### config.mk
export PLATFORM = sky130hd
export DESIGN_NAME = out_bram_reader
export DESIGN_NICKNAME = d
export VERILOG_FILES = /design/src/rtl/out_bram_reader.sv
export SDC_FILE = /design/constraint.sdc
export NUM_CORES = 1
export LEC_CHECK = 0
export CORE_UTILIZATION = 33
export CTS_CLUSTER_SIZE = 8
export DETAILED_ROUTE_END_ITERATION = 7
export PLACE_DENSITY = 0.58
export SLEW_MARGIN = 25
export SYNTH_ARGS = -nofsm -noshare
export SYNTH_HDL_FRONTEND = slang
export SYNTH_SLANG_ARGS = --single-unit
### constraint.sdc
create_clock -name clk -period 12.7 [get_ports clk]
set_input_delay 3.175 -clock clk [delete_from_list [all_inputs] [get_ports clk]]
set_output_delay 3.175 -clock clk [all_outputs]
set_load 0.02 [all_outputs]
### src/rtl/out_bram_reader.sv
// Output BRAM drain: chases the output writer's address pointer and streams each word out on
// a valid/ready port. Define OUT_RD_LAST_EN to add the frame counter that drives m_last.
module out_bram_reader #(
  parameter logic [31:0] BRAM_MAX_ADDR = 32'h0000_2000,
  parameter int unsigned RD_LATENCY    = 1,
  parameter int unsigned FRAME_WORDS   = 16
) (
  input  logic        clk,
  input  logic        reset,
  input  logic [31:0] wr_addr,
  input  logic        flush,
  output logic        bram_en,
  output logic [31:0] bram_addr,
  input  logic [31:0] bram_dout,
  output logic [31:0] m_data,
  output logic        m_valid,
  input  logic        m_ready,
  output logic        m_last,
  output logic [31:0] rd_addr,
  output logic        empty
);

  if (RD_LATENCY < 1 || RD_LATENCY > 3 || FRAME_WORDS < 1) begin : g_bad_param
    $error("out_bram_reader: RD_LATENCY must be 1..3 and FRAME_WORDS at least 1");
  end

  typedef enum logic [1:0] {StIdle, StWait, StHold} state_e;

  state_e      state_q, state_d;
  logic [31:0] rd_addr_q, rd_addr_d;
  logic [31:0] m_data_q, m_data_d;
  logic        m_valid_q, m_valid_d;
  logic [1:0]  cnt_q, cnt_d;
  logic [31:0] sync1_q, sync2_q, sync3_q;
  logic [31:0] wr_stable_q, wr_stable_d;

  // Same address step as the writer; BRAM_MAX_ADDR itself is a legal slot.
  function automatic logic [31:0] addr_step(input logic [31:0] a);
    return (a < BRAM_MAX_ADDR - 32'd1) ? a + 32'd4 : 32'd0;
  endfunction

  // Pointer only moves after two equal samples so a skewed multi-bit change is never used.
  assign wr_stable_d = (sync2_q == sync3_q) ? sync2_q : wr_stable_q;
  assign empty       = (rd_addr_q == wr_stable_q);

  always_comb begin
    state_d   = state_q;
    rd_addr_d = rd_addr_q;
    m_data_d  = m_data_q;
    m_valid_d = m_valid_q;
    cnt_d     = cnt_q;
    bram_en   = 1'b0;
    case (state_q)
      StIdle: begin
        if (flush) begin
          rd_addr_d = wr_stable_q;
        end else if (!empty) begin
          bram_en = 1'b1;
          cnt_d   = 2'(RD_LATENCY);
          state_d = StWait;
        end
      end
      StWait: begin
        if (cnt_q == 2'd1) begin
          m_data_d  = bram_dout;
          m_valid_d = 1'b1;
          rd_addr_d = addr_step(rd_addr_q);
          state_d   = StHold;
        end else begin
          cnt_d = cnt_q - 2'd1;
        end
      end
      StHold: begin
        if (m_ready) begin
          m_valid_d = 1'b0;
          state_d   = StIdle;
        end
      end
      default: state_d = StIdle;
    endcase
  end

  always_ff @(posedge clk or posedge reset) begin
    if (reset) begin
      state_q     <= StIdle;
      rd_addr_q   <= 32'd0;
      m_data_q    <= 32'd0;
      m_valid_q   <= 1'b0;
      cnt_q       <= 2'd0;
      sync1_q     <= 32'd0;
      sync2_q     <= 32'd0;
      sync3_q     <= 32'd0;
      wr_stable_q <= 32'd0;
    end else begin
      state_q     <= state_d;
      rd_addr_q   <= rd_addr_d;
      m_data_q    <= m_data_d;
      m_valid_q   <= m_valid_d;
      cnt_q       <= cnt_d;
      sync1_q     <= wr_addr;
      sync2_q     <= sync1_q;
      sync3_q     <= sync2_q;
      wr_stable_q <= wr_stable_d;
    end
  end

`ifdef OUT_RD_LAST_EN
  logic [15:0] frame_cnt_q, frame_cnt_d;
  logic        m_last_q, m_last_d;
  logic        frame_end;

  // m_last is decided at capture time so it is stable for the whole hold.
  assign frame_end = (frame_cnt_q == 16'(FRAME_WORDS - 1));

  always_comb begin
    frame_cnt_d = frame_cnt_q;
    m_last_d    = m_last_q;
    if (state_q == StIdle && flush) begin
      frame_cnt_d = 16'd0;
    end
    if (state_q == StWait && cnt_q == 2'd1) begin
      m_last_d = frame_end;
    end
    if (state_q == StHold && m_ready) begin
      m_last_d    = 1'b0;
      frame_cnt_d = frame_end ? 16'd0 : frame_cnt_q + 16'd1;
    end
  end

  always_ff @(posedge clk or posedge reset) begin
    if (reset) begin
      frame_cnt_q <= 16'd0;
      m_last_q    <= 1'b0;
    end else begin
      frame_cnt_q <= frame_cnt_d;
      m_last_q    <= m_last_d;
    end
  end

  assign m_last = m_last_q;
`else
  assign m_last = 1'b0;
`endif

  assign bram_addr = rd_addr_q;
  assign rd_addr   = rd_addr_q;
  assign m_data    = m_data_q;
  assign m_valid   = m_valid_q;

endmodule

==> results.py, run 1 <==
metrics = {
    "route": {
        "ant_nets": 0,
        "wire_per_inst_um": 16.24,
        "vias_per_cell": 4.597,
        "firstDrtPassIters": 4,
        "route.vias.total": 4813,
        "drtIter0Drc": 215,
        "drc_errors": 0,
        "wl_um": 17000,
    },
    "synthesis": {
        "syn_nets": 656,
        "yosysSeqAreaShare": 0.6390,
        "syn_area_per_cell_um2": 13.17,
        "synthFlopType": "dfrtp_1",
        "async_flop_share": 1.000,
        "yosys_register_bits": 197,
        "yosys.cell_types.count": 45,
        "synth_edf_count": 0,
        "synthCells": 586,
        "yosys_warnings": 0,
        "syn_area_mm2": 0.007715,
    },
    "critical_path": {
        "cp_num_buf_inv": 3,
        "crit_type": "input pin to output port",
        "crit_path_end_kind": "output port",
        "crit_chain": "clkdlybuf4s50_1 -> nor3_1 -> o21ai_1 -> inv_1 -> clkdlybuf4s50_1",
        "crit_path_max_fanout": 4,
        "cp_top_family": "buffers and inverters",
        "crit_top_cell": "clkdlybuf4s50_1",
        "max_stage_delay_ns": 0.62,
        "arrival_ns": 4.66,
        "crit_path_top_delay_cell": "clkdlybuf4s50_1",
        "cp.required_ns": 9.52,
        "start_kind": "input pin",
    },
    "timing": {
        "final.setup.tns_ns": 0,
        "period_minus_slack_ns": 7.834,
        "final-max-slew-violation-count": 0,
        "fin_crit_sh": 0.6169,
        "setup_violations": 0,
        "clock.fmax_mhz": 127.6,
        "hold_viol_final": 0,
        "fin_hold_ws_ns": 0.3453,
        "relSlewSlack": 0.3380,
        "rsz0062_at_grt": "false",
        "worst_pin_slew_ns": 0.9930,
        "skew_ns": 0.006569,
    },
    "power_and_ir_drop": {
        "p_int_mw": 1.253,
        "powerDensity_mw_per_mm2": 176.4,
        "p_leak_nw": 4.490,
        "ir_worst_vdd_v": 0.00008023,
        "pwr-share-comb": 0.258,
        "power.total_mw": 1.777,
        "pwr-share-clk": 0.317,
        "swShare": 0.2949,
        "switchingPower_mw": 0.5240,
        "pwr-share-seq": 0.424,
    },
    "floorplanning": {
        "core_area_mm2": 0.02278,
        "num_rows": 55,
        "io_pins": 168,
        "die_area_mm2": 0.02399,
        "die_h_um": 154.9,
        "start_util": 0.3387,
        "die_x_um": 154.9,
    },
    "layout": {
        "n_antenna_cell": 0,
        "fin_nets": 791,
        "post-route-util": 0.4422,
        "drive_gt1_frac": 0.1444,
        "fillCellCount": 2091,
        "layout_common_cells": "dfrtp_1 (197), clkdlybuf4s50_1 (166), xor2_1 (64)",
        "fin_cells": 1047,
        "final_common_cell": "dfrtp_1",
        "area_growth_pct": 30.57,
    },
    "clock_network": {
        "cts_setup_buffers": 0,
        "clock-sinks": 197,
        "clkTransAtPathRegs_ns": 0.07,
        "insertion_delay_ns": 0.43,
        "cts_inserted_buffers": 17,
        "cts_buffer_depth": 2,
        "cts_resized": 0,
        "htree_levels": 4,
        "cts-root-buf": "clkbuf_16",
        "hold_buffers": 0,
        "tritoncts": "done",
    },
    "global_routing": {
        "grt_usage": 0.1497,
        "antenna_found_initial": 0,
        "grt_max_degree": 120,
        "grt_pass1_wl_um": 27290,
        "grt-ovfl-total": 0,
        "grt_pass1_vias": 5036,
    },
    "placed_design": {
        "place.gp.congestion": 0.8781,
        "dp_hpwl_um": 12030,
        "port_buffers": 166,
        "dp_cells": 1015,
    },
    "run": {
        "drv_cap": 0,
    },
    "status": {
        "status": "finished clean",
    },
    "hold_path": {
        "hp-class": "flip-flop to flip-flop",
    },
}
kinds of logic after synthesis:
family,after synthesis,share of synthesized area
buf+inv,60,0.05044
xor+xnor,64,0.07266
compound gates,57,0.04590
simple gates,140,0.09358
other cells,1,0.0004861
fa+ha+maj,2,0.003243
flops,197,0.6390
mux,65,0.09471
worst paths after layout:
check	startpoint	depth (start not counted)	end	slack, ns
min in group asynchronous	reset	2	sync1_q[1]	3.31
worst max-delay path	flush	5	bram_en	4.87
worst max register to register	sync2_q[21]	5	wr_stable_q[26]	9.99
max in group asynchronous	reset	3	bram_addr[25]	8.17
worst min-delay path	sync1_q[12]	0	sync2_q[12]	0.35
worst min register to register	sync1_q[12]	0	sync2_q[12]	0.35
area by class of cell:
type	count	area (µm²)	area share
clock buffer	21	470.5	0.04670
clock inverter	11	163.9	0.01627
inverter	7	33.78	0.003354
sequential	197	4930	0.4894
multi-input combinational	329	2396	0.2379
tap	313	391.6	0.03888
timing repair buffer	169	1688	0.1676
synthesized netlist by cell type (2+ instances only):
library cell,n,area share
buf_6,4,0.0058
dfrtp_1,197,0.64
and3_1,8,0.0065
a22o_1,4,0.0045
inv_1,7,0.0034
a21oi_1,11,0.0071
nor3_1,6,0.0039
nand3_1,14,0.0091
nand4_1,8,0.0065
nor4_2,3,0.0049
o21ai_1,2,0.0013
nor2b_1,2,0.0016
clkbuf_1,6,0.0029
o31ai_1,5,0.0049
buf_2,8,0.0052
ha_1,2,0.0032
nor2_1,17,0.0083
buf_4,33,0.032
a21o_1,2,0.0019
nor4_1,21,0.017
o21ai_0,23,0.015
a31oi_1,2,0.0016
and2_1,3,0.0024
mux2_2,63,0.092
xor2_1,64,0.073
a221oi_1,2,0.0023
buf_1,2,0.00097
nand2_1,50,0.024
metrics by stage:
| stage | worst slack, ns | instance area [µm²] |
|---|---|---|
| 6_report | 4.866 | 10070 |
| 5_1_grt | 4.764 | 10070 |
| 4_1_cts | 4.843 | 10070 |
| 3_5_place_dp | 4.850 | 9435 |
| 3_3_place_gp | 4.919 | 9435 |
| 2_1_floorplan | 4.156 | 7715 |
power groups by stage:
stage / Sequential, mW / Clock (mW) / Combinational (mW)
after floorplan: 0.829 / 0 / 0.198
after global placement: 0.763 / 0 / 0.456
after detailed placement: 0.767 / 0 / 0.462
after CTS: 0.755 / 0.581 / 0.464
after global routing: 0.766 / 0.606 / 0.490
final: 0.754 / 0.564 / 0.459
flip-flops by register name (all words and copies together), names as in the netlist:
register,flops
cnt_q,2
sync2_q,32
bram_addr,32
state_q,2
sync3_q,32
m_valid,1
wr_stable_q,32
m_data,32
sync1_q,32
per-layer routing:
layer  global-route usage  share of wire
met3              0.03538          0.056
met2               0.2409           0.49
met1               0.1948           0.44
met4              0.06035          0.022
met5                    0              0
(Power assumes the default switching activity.)
==> run 2, diff against run 1 <==
Settings changed: PLACE_DENSITY 0.58 to 0.6.
Clock period 12.7 ns to 7.16 ns, I/O delays scaled along.
==> results.py, run 2 (same netlist as run 1, synthesis figures left out) <==
metrics = {
    "floorplanning": {
        "io_pins": 168,
        "num_rows": 55,
        "core_area_mm2": 0.02278,
        "die_area_mm2": 0.02399,
        "start_util": 0.3387,
        "die_h_um": 154.9,
        "die_x_um": 154.9,
    },
    "clock_network": {
        "cts_buffer_depth": 2,
        "cts-root-buf": "clkbuf_16",
        "htree_levels": 4,
        "cts_setup_buffers": 0,
        "clkTransAtPathRegs_ns": 0.07,
        "cts_inserted_buffers": 17,
        "hold_buffers": 0,
        "clock-sinks": 197,
        "insertion_delay_ns": 0.43,
        "tritoncts": "done",
        "cts_resized": 0,
    },
    "layout": {
        "fillCellCount": 2078,
        "area_growth_pct": 29.44,
        "final_cell_area_mm2": 0.009986,
        "n_antenna_cell": 0,
        "layout_common_cells": "dfrtp_1 (197), clkdlybuf4s50_1 (166), xor2_1 (64)",
        "multiInputGateArea_mm2": 0.002396,
        "seq_area_mm2": 0.004930,
        "final_common_cell": "dfrtp_1",
        "drive_gt1_frac": 0.1407,
        "fin_nets": 791,
        "fin_cells": 1045,
    },
    "critical_path": {
        "crit_path_max_fanout": 4,
        "cp.required_ns": 5.37,
        "start_kind": "input pin",
        "regToRegStartpoint": "sync2_q[21]",
        "arrival_ns": 3.30,
        "reg2reg_setup_slack_ns": 4.43,
        "crit_type": "input pin to output port",
        "r2r-end": "wr_stable_q[11]",
        "crit_path_end_kind": "output port",
        "ff2ff_path_depth": 5,
    },
    "global_routing": {
        "grt-ovfl-total": 0,
        "grt.met2_usage": 0.2246,
        "grt_use_met3": 0.03148,
        "grt_pass1_vias": 4855,
        "busiest_layer": "met2",
        "antenna_found_initial": 0,
        "grt_pass1_wl_um": 26550,
        "grt_usage": 0.1451,
        "gr-usage-met1": 0.2000,
        "grt_max_degree": 144,
    },
    "placed_design": {
        "dp_hpwl_um": 11850,
        "dp_cells": 1015,
        "post_dp_cell_area_mm2": 0.009435,
        "port_buffers": 166,
        "place.gp.congestion": 0.8386,
        "pre_cts_slack_ns": 2.056,
    },
    "hold_path": {
        "holdPathEnd": "sync2_q[24]",
        "worstHoldPathCells": 0,
        "worstHoldStart": "sync1_q[24]",
        "hp-class": "flip-flop to flip-flop",
    },
    "timing": {
        "worst_pin_slew_ns": 0.9943,
        "layout_setup_ws_ns": 2.071,
        "clock.fmax_mhz": 196.5,
        "rsz0062_at_grt": "false",
        "final-max-slew-violation-count": 0,
        "final.setup.tns_ns": 0,
        "period_minus_slack_ns": 5.089,
        "setup_violations": 0,
        "fin_crit_sh": 0.7107,
        "skew_ns": 0.01349,
        "relSlewSlack": 0.3371,
        "hold_viol_final": 0,
    },
    "status": {
        "status": "finished clean",
    },
    "power_and_ir_drop": {
        "p_leak_nw": 4.444,
        "powerDensity_mw_per_mm2": 304.6,
        "ir_worst_vdd_v": 0.0001461,
    },
    "run": {
        "drv_cap": 0,
    },
    "route": {
        "drtIter0Drc": 271,
        "firstDrtPassIters": 4,
        "vias_per_cell": 4.607,
        "ant_nets": 0,
        "route.vias.total": 4814,
        "wire_per_inst_um": 15.95,
        "drc_errors": 0,
        "wl_um": 16670,
    },
}
## run 2: cell types whose count changed in the layout (fill, tap and decap cells not counted), moves of 2 or more
| cell | delta |
|---|---|
| bufinv_16 | -2 |
| clkbuf_8 | -2 |
| clkinv_2 | +2 |
| inv_8 | -3 |
## run 2: area by class of cell
type	count	share of cell area
clock buffers	20	0.04473
clock inverters	10	0.009899
inverters	7	0.003884
multi-input cells	329	0.2399
flip-flops and latches	197	0.4937
well taps	313	0.03922
repair buffers	169	0.1687
## run 2: how the worst max path moves through the flow
stage                     startpoint            to  slack [ns]
final                          flush       bram_en        2.07
after global routing           flush       bram_en        2.01
after CTS                      flush       bram_en        2.05
after detailed placement       flush       bram_en        2.06
after global placement         flush       bram_en        2.17
after floorplan                reset  bram_addr[0]       0.001
## run 2: stage by stage
step | power, mW | hold slack (ns) | utilization
after floorplan | 1.821 | 0.3312 | -
after global placement | 2.151 | 0.3316 | 0.4142
after detailed placement | 2.175 | 0.3347 | 0.4142
after CTS | 3.083 | 0.3494 | 0.4382
after global routing | 3.188 | 0.3539 | 0.4384
final | 3.042 | 0.3487 | 0.4384
## run 2: critical path, cell delays in order
cell and delay (ns):
clkdlybuf4s50_1 0.43, nor3_1 0.19, o21ai_1 0.17, inv_1 0.08
clkdlybuf4s50_1 0.63
## run 2: per-layer routing
metal / up-vias / wire (µm)
met4: 0 / 220
met5: - / 0
met2: 169 / 7876
met1: 2380 / 7652
li1: 2250 / -
met3: 15 / 918
## run 2: report_power, final
part / leakage [nW] / internal [mW] / switching [mW]
combinational: 1.74 / 0.385 / 0.422
sequential: 2.44 / 1.25 / 0.0887
clock: 0.264 / 0.489 / 0.408
==> run 3, diff against run 2 <==
Settings changed: PLACE_DENSITY 0.6 to 0.58.
Clock period 7.16 ns to 5 ns, I/O delays scaled along.
==> results.py, run 3 (same netlist as run 1, synthesis figures left out) <==
metrics = {
    "power_and_ir_drop": {
        "ir_worst_vdd_v": 0.0002441,
        "p_leak_nw": 4.462,
        "power.total_mw": 4.396,
        "powerDensity_mw_per_mm2": 438.0,
    },
    "critical_path": {
        "cp_num_buf_inv": 3,
        "start_kind": "input pin",
        "crit_top_cell": "clkdlybuf4s50_1",
        "arrival_ns": 2.68,
        "crit_type": "input pin to output port",
        "cp.required_ns": 3.75,
        "cp_top_family": "buffers and inverters",
        "crit_chain": "clkdlybuf4s50_1 -> nor3_1 -> o21ai_1 -> inv_1 -> clkdlybuf4s50_1",
        "crit_path_end_kind": "output port",
        "crit_path_max_fanout": 4,
        "max_stage_delay_ns": 0.62,
        "crit_path_top_delay_cell": "clkdlybuf4s50_1",
    },
    "route": {
        "wl_um": 17210,
        "wire_per_inst_um": 16.41,
        "routed.top_layer": "met4",
        "vias_per_cell": 4.647,
        "ant_nets": 0,
        "wl_met3_um": 909,
        "drtIter0Drc": 321,
        "firstDrtPassIters": 5,
        "route.met2.wl_um": 8231,
        "wl_met1_um": 7811,
        "route.vias.total": 4875,
        "drc_errors": 0,
    },
    "clock_network": {
        "tritoncts": "done",
        "hold_buffers": 0,
        "cts_buffer_depth": 2,
        "cts-root-buf": "clkbuf_16",
        "cts_setup_buffers": 0,
        "htree_levels": 4,
        "cts_inserted_buffers": 17,
        "clkTransAtPathRegs_ns": 0.07,
        "insertion_delay_ns": 0.42,
        "clock-sinks": 197,
        "cts_resized": 0,
    },
    "global_routing": {
        "grt_usage": 0.1513,
        "grt_pass1_vias": 5045,
        "antenna_found_initial": 0,
        "grt_max_degree": 79,
        "grt_pass1_wl_um": 27810,
        "grt-ovfl-total": 0,
    },
    "floorplanning": {
        "num_rows": 55,
        "io_pins": 168,
        "die_area_mm2": 0.02399,
        "start_util": 0.3387,
        "die_x_um": 154.9,
        "core_area_mm2": 0.02278,
        "die_h_um": 154.9,
    },
    "timing": {
        "setup_violations": 0,
        "worst_pin_slew_ns": 0.9921,
        "final.setup.tns_ns": 0,
        "fin_crit_sh": 0.7860,
        "relSlewSlack": 0.3386,
        "hold_viol_final": 0,
        "fin_hold_ws_ns": 0.3460,
        "rsz0062_at_grt": "false",
        "skew_ns": 0.008111,
        "final-max-slew-violation-count": 0,
        "clock.fmax_mhz": 254.5,
        "layout_setup_ws_ns": 1.070,
        "period_minus_slack_ns": 3.930,
    },
    "layout": {
        "final_common_cell": "dfrtp_1",
        "drive_gt1_frac": 0.1454,
        "area_growth_pct": 30.08,
        "fin_nets": 793,
        "layout_common_cells": "dfrtp_1 (197), clkdlybuf4s50_1 (166), xor2_1 (64)",
        "n_antenna_cell": 0,
        "post-route-util": 0.4406,
    },
    "placed_design": {
        "port_buffers": 166,
        "pre_cts_slack_ns": 1.033,
        "place.gp.congestion": 0.8355,
        "dp_hpwl_um": 12300,
    },
    "hold_path": {
        "hp-class": "flip-flop to flip-flop",
    },
    "status": {
        "status": "finished clean",
    },
    "run": {
        "drv_cap": 0,
    },
}
run 3: cell types whose count changed in the layout (fill, tap and decap cells not counted), sizes merged:
cell and change:
clkinv -1, inv +1, buf +2, clkinvlp +2
run 3: final cells by class:
type	instances	area (µm²)
tap	313	391.6
sequential	197	4930
multi-input combinational	329	2396
inverter	7	30.03
timing repair buffer	171	1724
fill	2083	12740
clock inverter	12	117.6
clock buffer	20	446.7
run 3: final timing paths:
kind	from	to	slack, ns	cells after the start
setup / recovery	flush	bram_en	1.07	5
hold / removal	sync1_q[2]	sync2_q[2]	0.35	0
setup reg to reg	sync2_q[21]	wr_stable_q[5]	2.24	5
hold reg to reg	sync1_q[2]	sync2_q[2]	0.35	0
max in group asynchronous	reset	wr_stable_q[2]	2.75	3
min in group asynchronous	reset	sync3_q[27]	1.35	2
run 3: where the power goes:
group / total, mW / internal [mW] / switching (mW) / leakage (nW)
clock network: 1.32 / 0.710 / 0.607 / 0.270
logic: 1.16 / 0.554 / 0.609 / 1.75
registers: 1.92 / 1.79 / 0.128 / 2.44
run 3: per-layer routing:
metal	GRT usage	vias to the layer above
li1	-	2254
met1	0.2061	2449
met4	0.05328	0
met3	0.03064	16
met2	0.2400	156
met5	0	-
run 3: metrics by stage:
step	instance area [µm²]	instances
3_5_place_dp	9472	1017
6_report	10040	1049
5_1_grt	10040	1049
4_1_cts	10040	1049
2_1_floorplan	7719	586
3_3_place_gp	9472	1017
